===== config.mk =====
export PLATFORM = sky130hd
export DESIGN_NAME = debounce_scheduler
export DESIGN_NICKNAME = d
export VERILOG_FILES = /design/src/rtl/debounce_scheduler_pkg.sv /design/src/rtl/debounce_scheduler_channel.sv /design/src/rtl/debounce_scheduler.sv
export SDC_FILE = /design/constraint.sdc
export NUM_CORES = 1
export LEC_CHECK = 0
export CORE_AREA = 2 2 90 92
export DETAILED_ROUTE_END_ITERATION = 8
export DIE_AREA = 0 0 92 94
export GPL_ROUTABILITY_DRIVEN = 0
export PLACE_DENSITY = 0.47
export SETUP_SLACK_MARGIN = 0.3
export SYNTH_ARGS = -nofsm -noshare
export SYNTH_HDL_FRONTEND = slang
export SYNTH_HIERARCHICAL = 1
export SYNTH_SLANG_ARGS = --single-unit
export TNS_END_PERCENT = 20

===== constraint.sdc =====
create_clock -name clk -period 2.15 [get_ports clk]
set_input_delay 0.3225 -clock clk [delete_from_list [all_inputs] [get_ports clk]]
set_output_delay 0.3225 -clock clk [all_outputs]
set_load 0.03 [all_outputs]

===== src/rtl/debounce_scheduler_pkg.sv =====
// Shared types and defaults for the debounce scheduler: arbiter states,
// default timing constants and the channel-index width helper.
package debounce_scheduler_pkg;

  typedef enum logic {
    IDLE  = 1'b0,
    OFFER = 1'b1
  } arb_state_t;

  localparam int DEF_TICKDIV  = 4;
  localparam int DEF_WAITTIME = 3;

  function automatic int chan_w(input int n);
    return (n <= 2) ? 1 : $clog2(n);
  endfunction

endpackage


===== src/rtl/debounce_scheduler_channel.sv =====
// One input channel: two-flop synchronizer, tick-paced stability counter,
// debounced level and one-cycle edge pulses registered alongside it.
module debounce_channel
  import debounce_scheduler_pkg::*;
#(
  parameter int WAITTIME = DEF_WAITTIME,
  parameter int COUNTERW = 3
) (
  input  logic clk,
  input  logic reset,
  input  logic noisy,
  input  logic tick,
  output logic conditioned,
  output logic positiveedge,
  output logic negativeedge
);

  logic                sync0, sync1;
  logic [COUNTERW-1:0] cnt;

  always_ff @(posedge clk or posedge reset) begin
    if (reset) begin
      sync0        <= 1'b0;
      sync1        <= 1'b0;
      cnt          <= '0;
      conditioned  <= 1'b0;
      positiveedge <= 1'b0;
      negativeedge <= 1'b0;
    end else begin
      sync0        <= noisy;
      sync1        <= sync0;
      positiveedge <= 1'b0;
      negativeedge <= 1'b0;
      // Any agreement with the current level restarts the stability window.
      if (conditioned == sync1) begin
        cnt <= '0;
      end else if (tick) begin
        if (cnt == COUNTERW'(WAITTIME)) begin
          conditioned  <= sync1;
          cnt          <= '0;
          positiveedge <= sync1;
          negativeedge <= ~sync1;
        end else begin
          cnt <= cnt + 1'b1;
        end
      end
    end
  end

endmodule


===== src/rtl/debounce_scheduler.sv =====
// NCHAN debounced inputs sharing one prescaler; confirmed edges become
// per-channel pending events served round-robin over a valid/ready port.
module debounce_scheduler
  import debounce_scheduler_pkg::*;
#(
  parameter int NCHAN    = 4,
  parameter int CHANW    = chan_w(NCHAN),
  parameter int TICKDIV  = DEF_TICKDIV,
  parameter int TICKW    = 3,
  parameter int WAITTIME = DEF_WAITTIME,
  parameter int COUNTERW = 3
) (
  input  logic             clk,
  input  logic             reset,
  input  logic [NCHAN-1:0] noisysignal,
  output logic [NCHAN-1:0] conditioned,
  output logic [NCHAN-1:0] positiveedge,
  output logic [NCHAN-1:0] negativeedge,
  output logic             event_valid,
  input  logic             event_ready,
  output logic [CHANW-1:0] event_channel,
  output logic             event_rising,
  output logic [NCHAN-1:0] overrun,
  input  logic             overrun_clear
);

  logic [TICKW-1:0] presc;
  logic             tick;

  assign tick = (presc == TICKW'(TICKDIV - 1));

  always_ff @(posedge clk or posedge reset) begin
    if (reset)     presc <= '0;
    else if (tick) presc <= '0;
    else           presc <= presc + 1'b1;
  end

  for (genvar g = 0; g < NCHAN; g++) begin : g_ch
    debounce_channel #(
      .WAITTIME (WAITTIME),
      .COUNTERW (COUNTERW)
    ) u_ch (
      .clk          (clk),
      .reset        (reset),
      .noisy        (noisysignal[g]),
      .tick         (tick),
      .conditioned  (conditioned[g]),
      .positiveedge (positiveedge[g]),
      .negativeedge (negativeedge[g])
    );
  end

  arb_state_t       state;
  logic [CHANW-1:0] rr_ptr;
  logic [NCHAN-1:0] pending, pend_rise, pend_clr, edge_any;
  logic             grant_found;
  logic [CHANW-1:0] grant_idx;

  assign edge_any = positiveedge | negativeedge;

  // Descending scan so the channel closest to rr_ptr is the one left standing.
  always_comb begin
    grant_found = 1'b0;
    grant_idx   = '0;
    for (int k = NCHAN - 1; k >= 0; k--) begin
      if (pending[(int'(rr_ptr) + k) % NCHAN]) begin
        grant_found = 1'b1;
        grant_idx   = CHANW'((int'(rr_ptr) + k) % NCHAN);
      end
    end
  end

  always_comb begin
    pend_clr = '0;
    for (int i = 0; i < NCHAN; i++)
      pend_clr[i] = (state == IDLE) && grant_found && (grant_idx == CHANW'(i));
  end

  // A new edge beats a same-cycle grant clear and is not counted as overrun.
  always_ff @(posedge clk or posedge reset) begin
    if (reset) begin
      pending   <= '0;
      pend_rise <= '0;
      overrun   <= '0;
    end else begin
      pending   <= (pending & ~pend_clr) | edge_any;
      pend_rise <= (pend_rise & ~edge_any) | (positiveedge & edge_any);
      overrun   <= (overrun_clear ? '0 : overrun) | (edge_any & pending & ~pend_clr);
    end
  end

  always_ff @(posedge clk or posedge reset) begin
    if (reset) begin
      state         <= IDLE;
      rr_ptr        <= '0;
      event_valid   <= 1'b0;
      event_channel <= '0;
      event_rising  <= 1'b0;
    end else begin
      case (state)
        IDLE: begin
          if (grant_found) begin
            event_channel <= grant_idx;
            event_rising  <= pend_rise[grant_idx];
            event_valid   <= 1'b1;
            state         <= OFFER;
          end
        end
        OFFER: begin
          if (event_ready) begin
            event_valid <= 1'b0;
            rr_ptr      <= (event_channel == CHANW'(NCHAN - 1)) ? '0 : event_channel + 1'b1;
            state       <= IDLE;
          end
        end
        default: state <= IDLE;
      endcase
    end
  end

endmodule


==> metrics.cfg <==
[setup_path]
worstPathRequired_ns=1.83
max_stage_delay_ns=0.71
endpoint_kind=primary output
worst-path-buf-inv=1
slowest_stage=clkdlybuf4s50_1
worst_ep_arrival_time_ns=1.47
cpLargestDelayFamily=buffers and inverters
crit_type=flop to primary output
cp-start-kind=flop
cp_max_fo=5
crit_chain=clkdlybuf4s50_1

[yosys]
async_reset_ff_frac=1.00
ys_seq_area_frac=0.600
synth_top_cell_by_area=dfrtp_1
synth_nets=203
syn_area_per_cell_um2=11.9
synth_cells=189
synth-edff-count=0
synthTopCellsByArea=dfrtp_1 (60%), ha_1 (3.3%), mux2_4 (3.3%), nand2b_2 (3.1%), nand2_1 (2.8%)
yosysTopAreaCellShare=0.600
yosysUniqueCellTypes=33
syn_area_mm2=0.00225
ys_ff_latch=54
yosysWarnings=6
synth_ff_type=dfrtp_1

[sta]
min_period_over_period=0.835
slew-limit-headroom=0.637
setup-tns-final_ns=0
finalSetupViolCount=0
hold_slack_ns=0.356
fmax_mhz=557
clock_skew_ns=0.00402
tightest_slew_ns=0.543
rsz0062_at_grt=false
slew_viol_final=0
final-hold-violation-count=0
fin_crit_ns=1.80

[placed_design]
io_buffers=27
hpwlAfterDp_mm=2.98

[routing]
via_count=1448
vias_per_cell=4.44
drt_iter0_markers=39
drcViolationCount=0
wirelength_mm=4.09
final_antenna_net_count=0
drt_pass1_iterations=4
wire_per_inst_um=12.6

[global_routing]
first_global_vias=1447
grt.total_usage=0.106
grt-ovfl-total=0
antenna_found_initial=0
grt_pass1_wl_mm=7.02
grt_max_degree=27

[clocking]
clockRootBuffer=clkbuf_8
cts.sinks=54
cts_setup_buffers=0
numCtsBuffers=5
clkLatencyLatePin_ns=0.31
htreeDepth=2
clk_pin_slew_worst_paths_ns=0.10
cts_tree=built
cts_buffer_depth=2

[outcome]
status=complete, no violations

[layout]
mostFrequentLayoutCells=dfrtp_1 (54), clkdlybuf4s50_1 (27), nand2_1 (17), inv_1 (16), a21oi_1 (10)
fin_nets=237
drive_gt1_frac=0.143
layout.cells.most_common=dfrtp_1
seq_area_mm2=0.00135
synthToLayoutAreaGrowth_pct=23.2
multi_input_area_um2=846
num_antenna_cells=0
fillers=769

[power_and_ir_drop]
power_density_mw_per_mm2=654
p_leak_uw=0.00127
vdd_drop_max_mv=0.314

[floorplan]
ioPinCount=28
die_w_um=92
dieArea_mm2=0.00865
fp.dieH_um=94
start_util=0.296
core.rowCount=32
coreArea_mm2=0.00761

[hold_path]
hold_path.class=flop to flop

[job]
cap_violations=0

cells in the mapped netlist, types with 2 or more instances:
cell type	instances
dfrtp_1	54
nand2_1	17
inv_1	16
a21oi_1	10
nor2_1	9
nand2b_2	8
nor3b_1	8
ha_1	6
mux2_4	5
nand2b_1	5
o22ai_1	5
a21o_1	4
nand3_1	4
nand3b_1	4
nand3b_2	4
xnor2_1	4
mux2i_1	3
nor2b_1	3
o21ai_0	3
a21boi_0	2
nor3_1	2
o21ai_1	2
registers in the layout, indices dropped and copies added, names as in the netlist, named ones only:
signal	cells
event_channel	2
event_rising	1
event_valid	1
g_ch.u_ch/cnt	12
g_ch.u_ch/conditioned	4
g_ch.u_ch/negativeedge	4
g_ch.u_ch/positiveedge	4
g_ch.u_ch/sync0	4
g_ch.u_ch/sync1	4
overrun	4
pending	4
presc	3
rr_ptr	2
state	1
layout make-up:
class,count,share of cell area
Multi-Input combinational cell,118,0.305
Sequential cell,54,0.487
Inverter,16,0.0216
Timing Repair Buffer,28,0.100
Clock inverter,3,0.0158
Tap cell,102,0.0460
Clock buffer,5,0.0248
logic make-up after synthesis:
group | synth area share
multiplexers | 0.0516
AO/OA/AOI/OAI | 0.0894
AND/OR/NAND/NOR | 0.182
adder cells (fa/ha/maj) | 0.0333
XOR/XNOR | 0.0155
flip-flops | 0.600
buffers and inverters | 0.0283
timing repair:
action	in CTS	in global routing
gates resized for setup	1	0
hold buffers	0	0
endpoints found under the setup margin	9	0
endpoints found under the hold margin	0	0
final timing paths:
| check | startpoint | end | slack, ns | depth (start not counted) |
|---|---|---|---|---|
| setup / recovery | g_ch[1].u_ch/conditioned | conditioned[1] | 0.35 | 1 |
| hold / removal | g_ch[2].u_ch/sync0 | g_ch[2].u_ch/sync1 | 0.36 | 0 |
| setup reg to reg | rr_ptr[1] | event_rising | 0.41 | 5 |
| hold reg to reg | g_ch[2].u_ch/sync0 | g_ch[2].u_ch/sync1 | 0.36 | 0 |
| max in group asynchronous | reset | asynchronous set/reset pin | 1.44 | 3 |
| min in group asynchronous | reset | g_ch[2].u_ch/cnt[1] | 0.40 | 2 |
through the flow:
| step | instances | cell area, µm² | setup slack (ns) | util | total power (µW) |
|---|---|---|---|---|---|
| 4_1_cts | 326 | 2780 | 0.346 | 0.365 | 1860 |
| 6_report | 326 | 2780 | 0.355 | 0.365 | 1820 |
| 3_3_place_gp | 318 | 2660 | 0.173 | 0.349 | 1140 |
| 2_1_floorplan | 189 | 2260 | 0.463 | - | 1110 |
| 5_1_grt | 326 | 2780 | 0.305 | 0.365 | 1910 |
| 3_5_place_dp | 318 | 2660 | 0.157 | 0.349 | 1140 |
where the power goes:
group,switching [µW],internal [µW],leakage [µW],total (µW)
Combinational,40.7,30.8,0.000491,71.5
Sequential,16.4,1030,0.000724,1050
Clock,346,350,0.0000585,696
per-layer routing:
metal | track usage | vias to the layer above | wire, µm
li1 | - | 709 | -
met1 | 0.140 | 699 | 2010
met2 | 0.163 | 32 | 1840
met3 | 0.0273 | 8 | 148
met4 | 0.0522 | 0 | 91
met5 | 0 | - | 0
Note: power is estimated with default switching activity, not from simulation.
